[config.mk]
export PLATFORM = sky130hd
export DESIGN_NAME = reg_bank_mp
export DESIGN_NICKNAME = d
export VERILOG_FILES = /design/src/rtl/reg_bank_pkg.sv /design/src/rtl/reg_bank_pc_ctrl.sv /design/src/rtl/reg_bank_mp.sv
export SDC_FILE = /design/constraint.sdc
export NUM_CORES = 2
export LEC_CHECK = 0
export ABC_AREA = 1
export CELL_PAD_IN_SITES_DETAIL_PLACEMENT = 1
export CELL_PAD_IN_SITES_GLOBAL_PLACEMENT = 1
export CORE_ASPECT_RATIO = 1.4
export CORE_UTILIZATION = 30
export CTS_CLUSTER_DIAMETER = 200
export CTS_CLUSTER_SIZE = 30
export DETAILED_ROUTE_END_ITERATION = 6
export PLACE_DENSITY_LB_ADDON = 0.1
export SLEW_MARGIN = 20
export SYNTH_ARGS = -nofsm -noshare
export SYNTH_HDL_FRONTEND = slang
export SYNTH_HIERARCHICAL = 1
export SYNTH_SLANG_ARGS = --single-unit
[constraint.sdc]
create_clock -name clk -period 16.33 [get_ports clk]
set_clock_uncertainty 0.1 [all_clocks]
set_input_delay 1.633 -clock clk [delete_from_list [all_inputs] [get_ports clk]]
set_output_delay 1.633 -clock clk [all_outputs]
set_load 0.02 [all_outputs]
[src/rtl/reg_bank_pkg.sv]
`default_nettype none
// ============================================================================
// reg_bank_pkg : shared constants and PC source select type for reg_bank_mp
// Revision     : 1.0
// ============================================================================
package reg_bank_pkg;

   localparam int c_pc_idx_def = 15;
   localparam int c_lr_idx_def = 14;
   localparam int c_pc_inc     = 4;

   typedef enum logic [1:0] {
      PSEL_WA   = 2'd0,
      PSEL_WB   = 2'd1,
      PSEL_HOLD = 2'd2,
      PSEL_NEXT = 2'd3
   } preg_sel_e;

endpackage
`default_nettype wire

[src/rtl/reg_bank_pc_ctrl.sv]
`default_nettype none
// ============================================================================
// reg_bank_pc_ctrl : PC source priority, wrap check, link address, flush pulse
// Revision         : 1.0
// ============================================================================
module reg_bank_pc_ctrl
   import reg_bank_pkg::*;
#(
   parameter int          DATA_W      = 32,
   parameter int unsigned PC_WRAP_MAX = 60
) (
   input  logic              clk,
   input  logic              rst,
   input  logic              wa_pc_hit,
   input  logic [DATA_W-1:0] wa_data,
   input  logic              wb_pc_hit,
   input  logic [DATA_W-1:0] wb_data,
   input  logic [DATA_W-1:0] pc_next,
   input  logic              stall,
   input  logic              bl,
   output logic [DATA_W-1:0] pc_out,
   output logic              pc_wr_evt,
   output logic              lr_cap,
   output logic [DATA_W-1:0] lr_data
);

   preg_sel_e         w_sel;
   logic [DATA_W-1:0] w_pc_sel;
   logic [DATA_W-1:0] w_pc_new;
   logic [DATA_W-1:0] r_pc;
   logic              r_wr_evt;

   // Write-port loads outrank stall so a taken branch is never lost.
   always_comb begin
      w_sel = PSEL_NEXT;
      if (wa_pc_hit)      w_sel = PSEL_WA;
      else if (wb_pc_hit) w_sel = PSEL_WB;
      else if (stall)     w_sel = PSEL_HOLD;
   end

   always_comb begin
      case (w_sel)
         PSEL_WA:   w_pc_sel = wa_data;
         PSEL_WB:   w_pc_sel = wb_data;
         PSEL_HOLD: w_pc_sel = r_pc;
         default:   w_pc_sel = pc_next;
      endcase
      w_pc_new = (w_pc_sel > DATA_W'(PC_WRAP_MAX)) ? '0 : w_pc_sel;
   end

   always_ff @(posedge clk or posedge rst) begin
      if (rst) begin
         r_pc     <= '0;
         r_wr_evt <= 1'b0;
      end else begin
         r_pc     <= w_pc_new;
         r_wr_evt <= (w_sel == PSEL_WA) || (w_sel == PSEL_WB);
      end
   end

   assign pc_out    = r_pc;
   assign pc_wr_evt = r_wr_evt;
   assign lr_cap    = bl & ~stall;
   assign lr_data   = r_pc + DATA_W'(c_pc_inc);

endmodule
`default_nettype wire

[src/rtl/reg_bank_mp.sv]
`default_nettype none
// ============================================================================
// reg_bank_mp : multi-port register bank with PC/LR handling and write bypass
// Revision    : 1.0
// ============================================================================
module reg_bank_mp
   import reg_bank_pkg::*;
#(
   parameter int          DATA_W      = 32,
   parameter int          NUM_REGS    = 16,
   parameter int          NUM_RD      = 4,
   parameter int          PC_IDX      = c_pc_idx_def,
   parameter int          LR_IDX      = c_lr_idx_def,
   parameter int unsigned PC_WRAP_MAX = 60,
   parameter bit          BYPASS      = 1'b1,
   localparam int         AW          = $clog2(NUM_REGS)
) (
   input  logic                     clk,
   input  logic                     rst,
   input  logic [NUM_RD*AW-1:0]     raddr,
   output logic [NUM_RD*DATA_W-1:0] rdata,
   input  logic                     wa_en,
   input  logic [AW-1:0]            wa_addr,
   input  logic [DATA_W-1:0]        wa_data,
   input  logic                     wb_en,
   input  logic [AW-1:0]            wb_addr,
   input  logic [DATA_W-1:0]        wb_data,
   input  logic [DATA_W-1:0]        pc_next,
   input  logic                     stall,
   input  logic                     bl,
   output logic [DATA_W-1:0]        pc_out,
   output logic                     pc_wr_evt
);

   logic [DATA_W-1:0] r_regs [NUM_REGS];
   logic [DATA_W-1:0] w_pc;
   logic              w_lr_cap;
   logic [DATA_W-1:0] w_lr_data;
   logic              w_wa_pc_hit;
   logic              w_wb_pc_hit;

   assign w_wa_pc_hit = wa_en && (wa_addr == AW'(PC_IDX));
   assign w_wb_pc_hit = wb_en && (wb_addr == AW'(PC_IDX));

   reg_bank_pc_ctrl #(
      .DATA_W      (DATA_W),
      .PC_WRAP_MAX (PC_WRAP_MAX)
   ) u_pc_ctrl (
      .clk       (clk),
      .rst       (rst),
      .wa_pc_hit (w_wa_pc_hit),
      .wa_data   (wa_data),
      .wb_pc_hit (w_wb_pc_hit),
      .wb_data   (wb_data),
      .pc_next   (pc_next),
      .stall     (stall),
      .bl        (bl),
      .pc_out    (w_pc),
      .pc_wr_evt (pc_wr_evt),
      .lr_cap    (w_lr_cap),
      .lr_data   (w_lr_data)
   );

   // The PC slot of the array is never written; the PC lives in u_pc_ctrl.
   always_ff @(posedge clk or posedge rst) begin
      if (rst) begin
         for (int i = 0; i < NUM_REGS; i++) r_regs[i] <= '0;
      end else begin
         for (int i = 0; i < NUM_REGS; i++) begin
            if (i == LR_IDX && w_lr_cap) begin
               r_regs[i] <= w_lr_data;
            end else if (i != PC_IDX) begin
               if (wa_en && wa_addr == AW'(i))      r_regs[i] <= wa_data;
               else if (wb_en && wb_addr == AW'(i)) r_regs[i] <= wb_data;
            end
         end
      end
   end

   for (genvar p = 0; p < NUM_RD; p++) begin : g_rd
      logic [AW-1:0]     w_ra;
      logic [DATA_W-1:0] w_rd;

      assign w_ra = raddr[p*AW +: AW];

      always_comb begin
         if (w_ra == AW'(PC_IDX))                       w_rd = w_pc;
         else if (BYPASS && wa_en && wa_addr == w_ra)   w_rd = wa_data;
         else if (BYPASS && wb_en && wb_addr == w_ra)   w_rd = wb_data;
         else                                           w_rd = r_regs[w_ra];
      end

      assign rdata[p*DATA_W +: DATA_W] = w_rd;
   end

   assign pc_out = w_pc;

endmodule
`default_nettype wire

==> summary.md <==
| Metric | Value |
|---|---|
| Status | complete, no violations |
| Critical path capture point type | primary output |
| GR Util met2 | 66.06% |
| Worst endpoint required time | 14.60 ns |
| Number of DRC markers in iteration 0 | 8950 |
| Global-route wire length before repair | 512800 um |
| Die width | 339.8 um |
| GP Congestion | 0.9756 |
| Mux cell area share after synthesis | 0% |
| Synth Area in XOR/XNOR | 0.5850% |
| Final antenna-violating net count | 0 |
| Sw Pwr | 0.002515 W |
| Fraction of registers with async set/reset | 100.0% |
| Cell internal pwr | 0.002434 W |
| Longest Clk Path Bufs | 3 |
| Root buffer cell | clkbuf_16 |
| Fin util | 33.44% |
| Synthesized flop and latch total | 513 |
| # H-tree levels | 1 |
| Avg Inst Size Synth | 5.526 um^2 |
| Grt total ovfl | 0 |
| Clock share of power | 15.9% |
| Initial antenna violation count | 51 |
| Routed vias/inst | 6.249 |
| Synth Cell Area | 47910 um^2 |
| Max transition margin | 16.53% |
| Clock-pin slew on the worst setup and hold paths | 0.14 ns |
| Peak supply drop | 0.08822 mV |
| Max-cap violations | 0 |
| DPL Wire Length | 237300 um |
| Place WS | 8.378 ns |
| Post-synthesis cell count | 8670 |
| Warnings from Yosys | 70 |
| DRC | 0 |
| Largest net degree at the start of global routing | 152 |
| Unrepaired setup endpoints after global routing | false |
| Layout cell share with drive strength beyond 1 | 4.076% |
| PwrDens | 93.28 nW/um^2 |
| GRT busiest layer | met2 |
| EDFF count, synth | 0 |
| Setup TNS | 0 ns |
| Main combinational cell family by area after synthesis | simple AND/OR/NAND/NOR gates |
| Post-CTS setup buffers | 0 |
| Sequential Power Share | 36.4% |
| CTS tree | yes |
| Critical Path AT | 6.55 ns |
| Adder-cell share of the synthesized area | 0.02611% |
| Clock Latency Late Sink | 0.72 ns |
| Routed len/inst | 35.34 um |
| Hold-fix buffers, CTS | 0 |
| Core ar. | 158700 um^2 |
| Sequential area share after synthesis | 26.79% |
| Via count | 66420 |
| Minimum hold slack | 0.4790 ns |
| Met1 Use GR | 54.94% |
| Min setup slack post-route | 8.044 ns |
| Total track usage | 44.95% |
| Combinational share of power | 47.7% |
| Synth cell types | 40 |
| Worst min path class | reg -> reg |
| Complex-gate fraction of the synthesized area | 16.74% |
| Layout Nets | 8640 |
| Final worst-path cycle share | 50.74% |
| Commonest non-fill, non-tap cell in the layout | nand2_1 |
| Power Total | 0.004950 W |
| Commonest cells after routing, fill and taps aside | nand2_1, o21ai_0, nand3_1 |
| Max frequency | 120.7 MHz |
| Number of port buffers | 286 |
| Row Count | 173 |
| Number of top-level pins | 287 |
| Vias in the first global route | 62780 |
| Clock sinks | 513 |
| Final slew viol count | 0 |
| Slew at the pin closest to its max-slew limit | 1.252 ns |
| Leak | 26.14 nW |
| Min Tclk post-route | 8.286 ns |
| Post-Route WL | 375700 um |
| Met3 Usage GRT | 13.59% |
| Die Y | 474.9 um |
| Final setup fails | 0 |
| Critical-path maximum fanout | 28 |
| Die area | 161300 um^2 |
| Critical path class | in -> out |
| DR pass1 iterations | 6 |
| Final Hold Fails | 0 |
| Area added between synthesis and finish | 10.75% |
| Post_cts resized | 0 |
| Post-synth top flop | dfrtp_1 |
| Initial core utilization | 30.20% |
| CTS Buf Count | 21 |
| Sw Ratio | 50.82% |
| CP Launch Type | input pin |
| Simple-gate share of the synthesized area | 44.85% |
-- per-stage QoR --
stage	std cells	cell area [um^2]
final	10630	53060
after floorplan	8695	48010
after global placement	10590	52420
after global routing	10620	53030
after CTS	10610	52990
after detailed placement	10590	52430
-- per-layer routing --
metal,share of wire [%],routed length (um),up-vias
met5,0.084,315,-
met4,9.0,33770,30
met3,12,46890,1474
met2,41,155000,4866
met1,37,139700,32630
li1,-,-,27420
-- state kept, by name (all words and copies together) (netlist names) --
register	cells
r_regs	480
u_pc_ctrl/pc_out	32
u_pc_ctrl/pc_wr_evt	1
-- Yosys cell counts (2+ instances only) --
| library cell | instances | area share, % |
|---|---|---|
| or2_2 | 6 | 0.078 |
| o22ai_1 | 30 | 0.39 |
| nand2_2 | 2 | 0.026 |
| nor4_1 | 3 | 0.039 |
| nor2_1 | 286 | 2.2 |
| inv_1 | 607 | 4.8 |
| a21oi_2 | 3 | 0.055 |
| clkbuf_1 | 464 | 3.6 |
| buf_1 | 67 | 0.52 |
| or2_0 | 4 | 0.052 |
| buf_6 | 4 | 0.094 |
| nor3_2 | 4 | 0.084 |
| xor2_1 | 17 | 0.31 |
| nor2_2 | 14 | 0.18 |
| clkinv_1 | 25 | 0.20 |
| nor3_1 | 6 | 0.063 |
| buf_4 | 11 | 0.17 |
| buf_2 | 137 | 1.4 |
| o211ai_1 | 37 | 0.58 |
| inv_2 | 24 | 0.19 |
| nand3b_1 | 6 | 0.094 |
| xnor2_1 | 15 | 0.27 |
| a31oi_1 | 32 | 0.42 |
| nand2_1 | 3917 | 31 |
| or2_1 | 3 | 0.039 |
| nand4_1 | 226 | 3.0 |
| a21oi_1 | 223 | 2.3 |
| nor2_4 | 2 | 0.047 |
| o21ai_0 | 1090 | 11 |
| nand3_1 | 770 | 8.0 |
| o221ai_1 | 47 | 0.86 |
| nor3_4 | 4 | 0.14 |
| o21ai_1 | 65 | 0.68 |
| dfrtp_1 | 513 | 27 |
-- path summary, 6_finish.rpt --
path | from | to | slack [ns] | depth (start not counted)
max in group asynchronous | rst | r_regs[250] | 12.50 | 4
hold / removal | r_regs[180] | r_regs[180] | 0.48 | 2
hold reg to reg | r_regs[180] | r_regs[180] | 0.48 | 2
setup reg to reg | u_pc_ctrl/pc_out[2] | r_regs[62] | 12.77 | 11
min in group asynchronous | rst | r_regs[171] | 1.40 | 2
setup / recovery | raddr[1] | rdata[20] | 8.04 | 15
-- layout make-up --
class | instances | area (um^2)
Tap cell | 2100 | 2628
Sequential cell | 513 | 12840
Multi-Input combinational cell | 6843 | 30130
Timing Repair Buffer | 478 | 4340
Inverter | 656 | 2521
Fill cell | 21350 | 105600
Clock buffer | 21 | 525.5
Antenna cell | 17 | 42.54
Clock inverter | 2 | 38.79
-- cells by family after synthesis --
group,after synthesis
flip-flops,513
XOR/XNOR,32
AO/OA/AOI/OAI,1528
adder cells (fa/ha/maj),1
buffers and inverters,1339
AND/OR/NAND/NOR,5256
other,1
-- power groups by stage --
stage                     Combinational (W)  Clock, W  Sequential [W]
after detailed placement            0.00226         0         0.00181
after floorplan                     0.00130         0         0.00174
final                               0.00236  0.000787         0.00180
after global placement              0.00222         0         0.00180
after global routing                0.00251  0.000805         0.00183
after CTS                           0.00227  0.000788         0.00179
-- worst max-delay path: stages --
cell and delay [ns]:
buf_2 0.38, buf_4 0.39, nand2_1 0.41, buf_4 0.39, inv_2 0.62, buf_4 0.60
nand2_1 0.11, nand4_1 0.15, nand3_1 0.41, nand2_1 0.26, nand2_1 0.08, nand2_1 0.12
nand2_1 0.12, nand2_1 0.15, clkdlybuf4s50_1 0.64
Power figures use the tool's default switching activity.
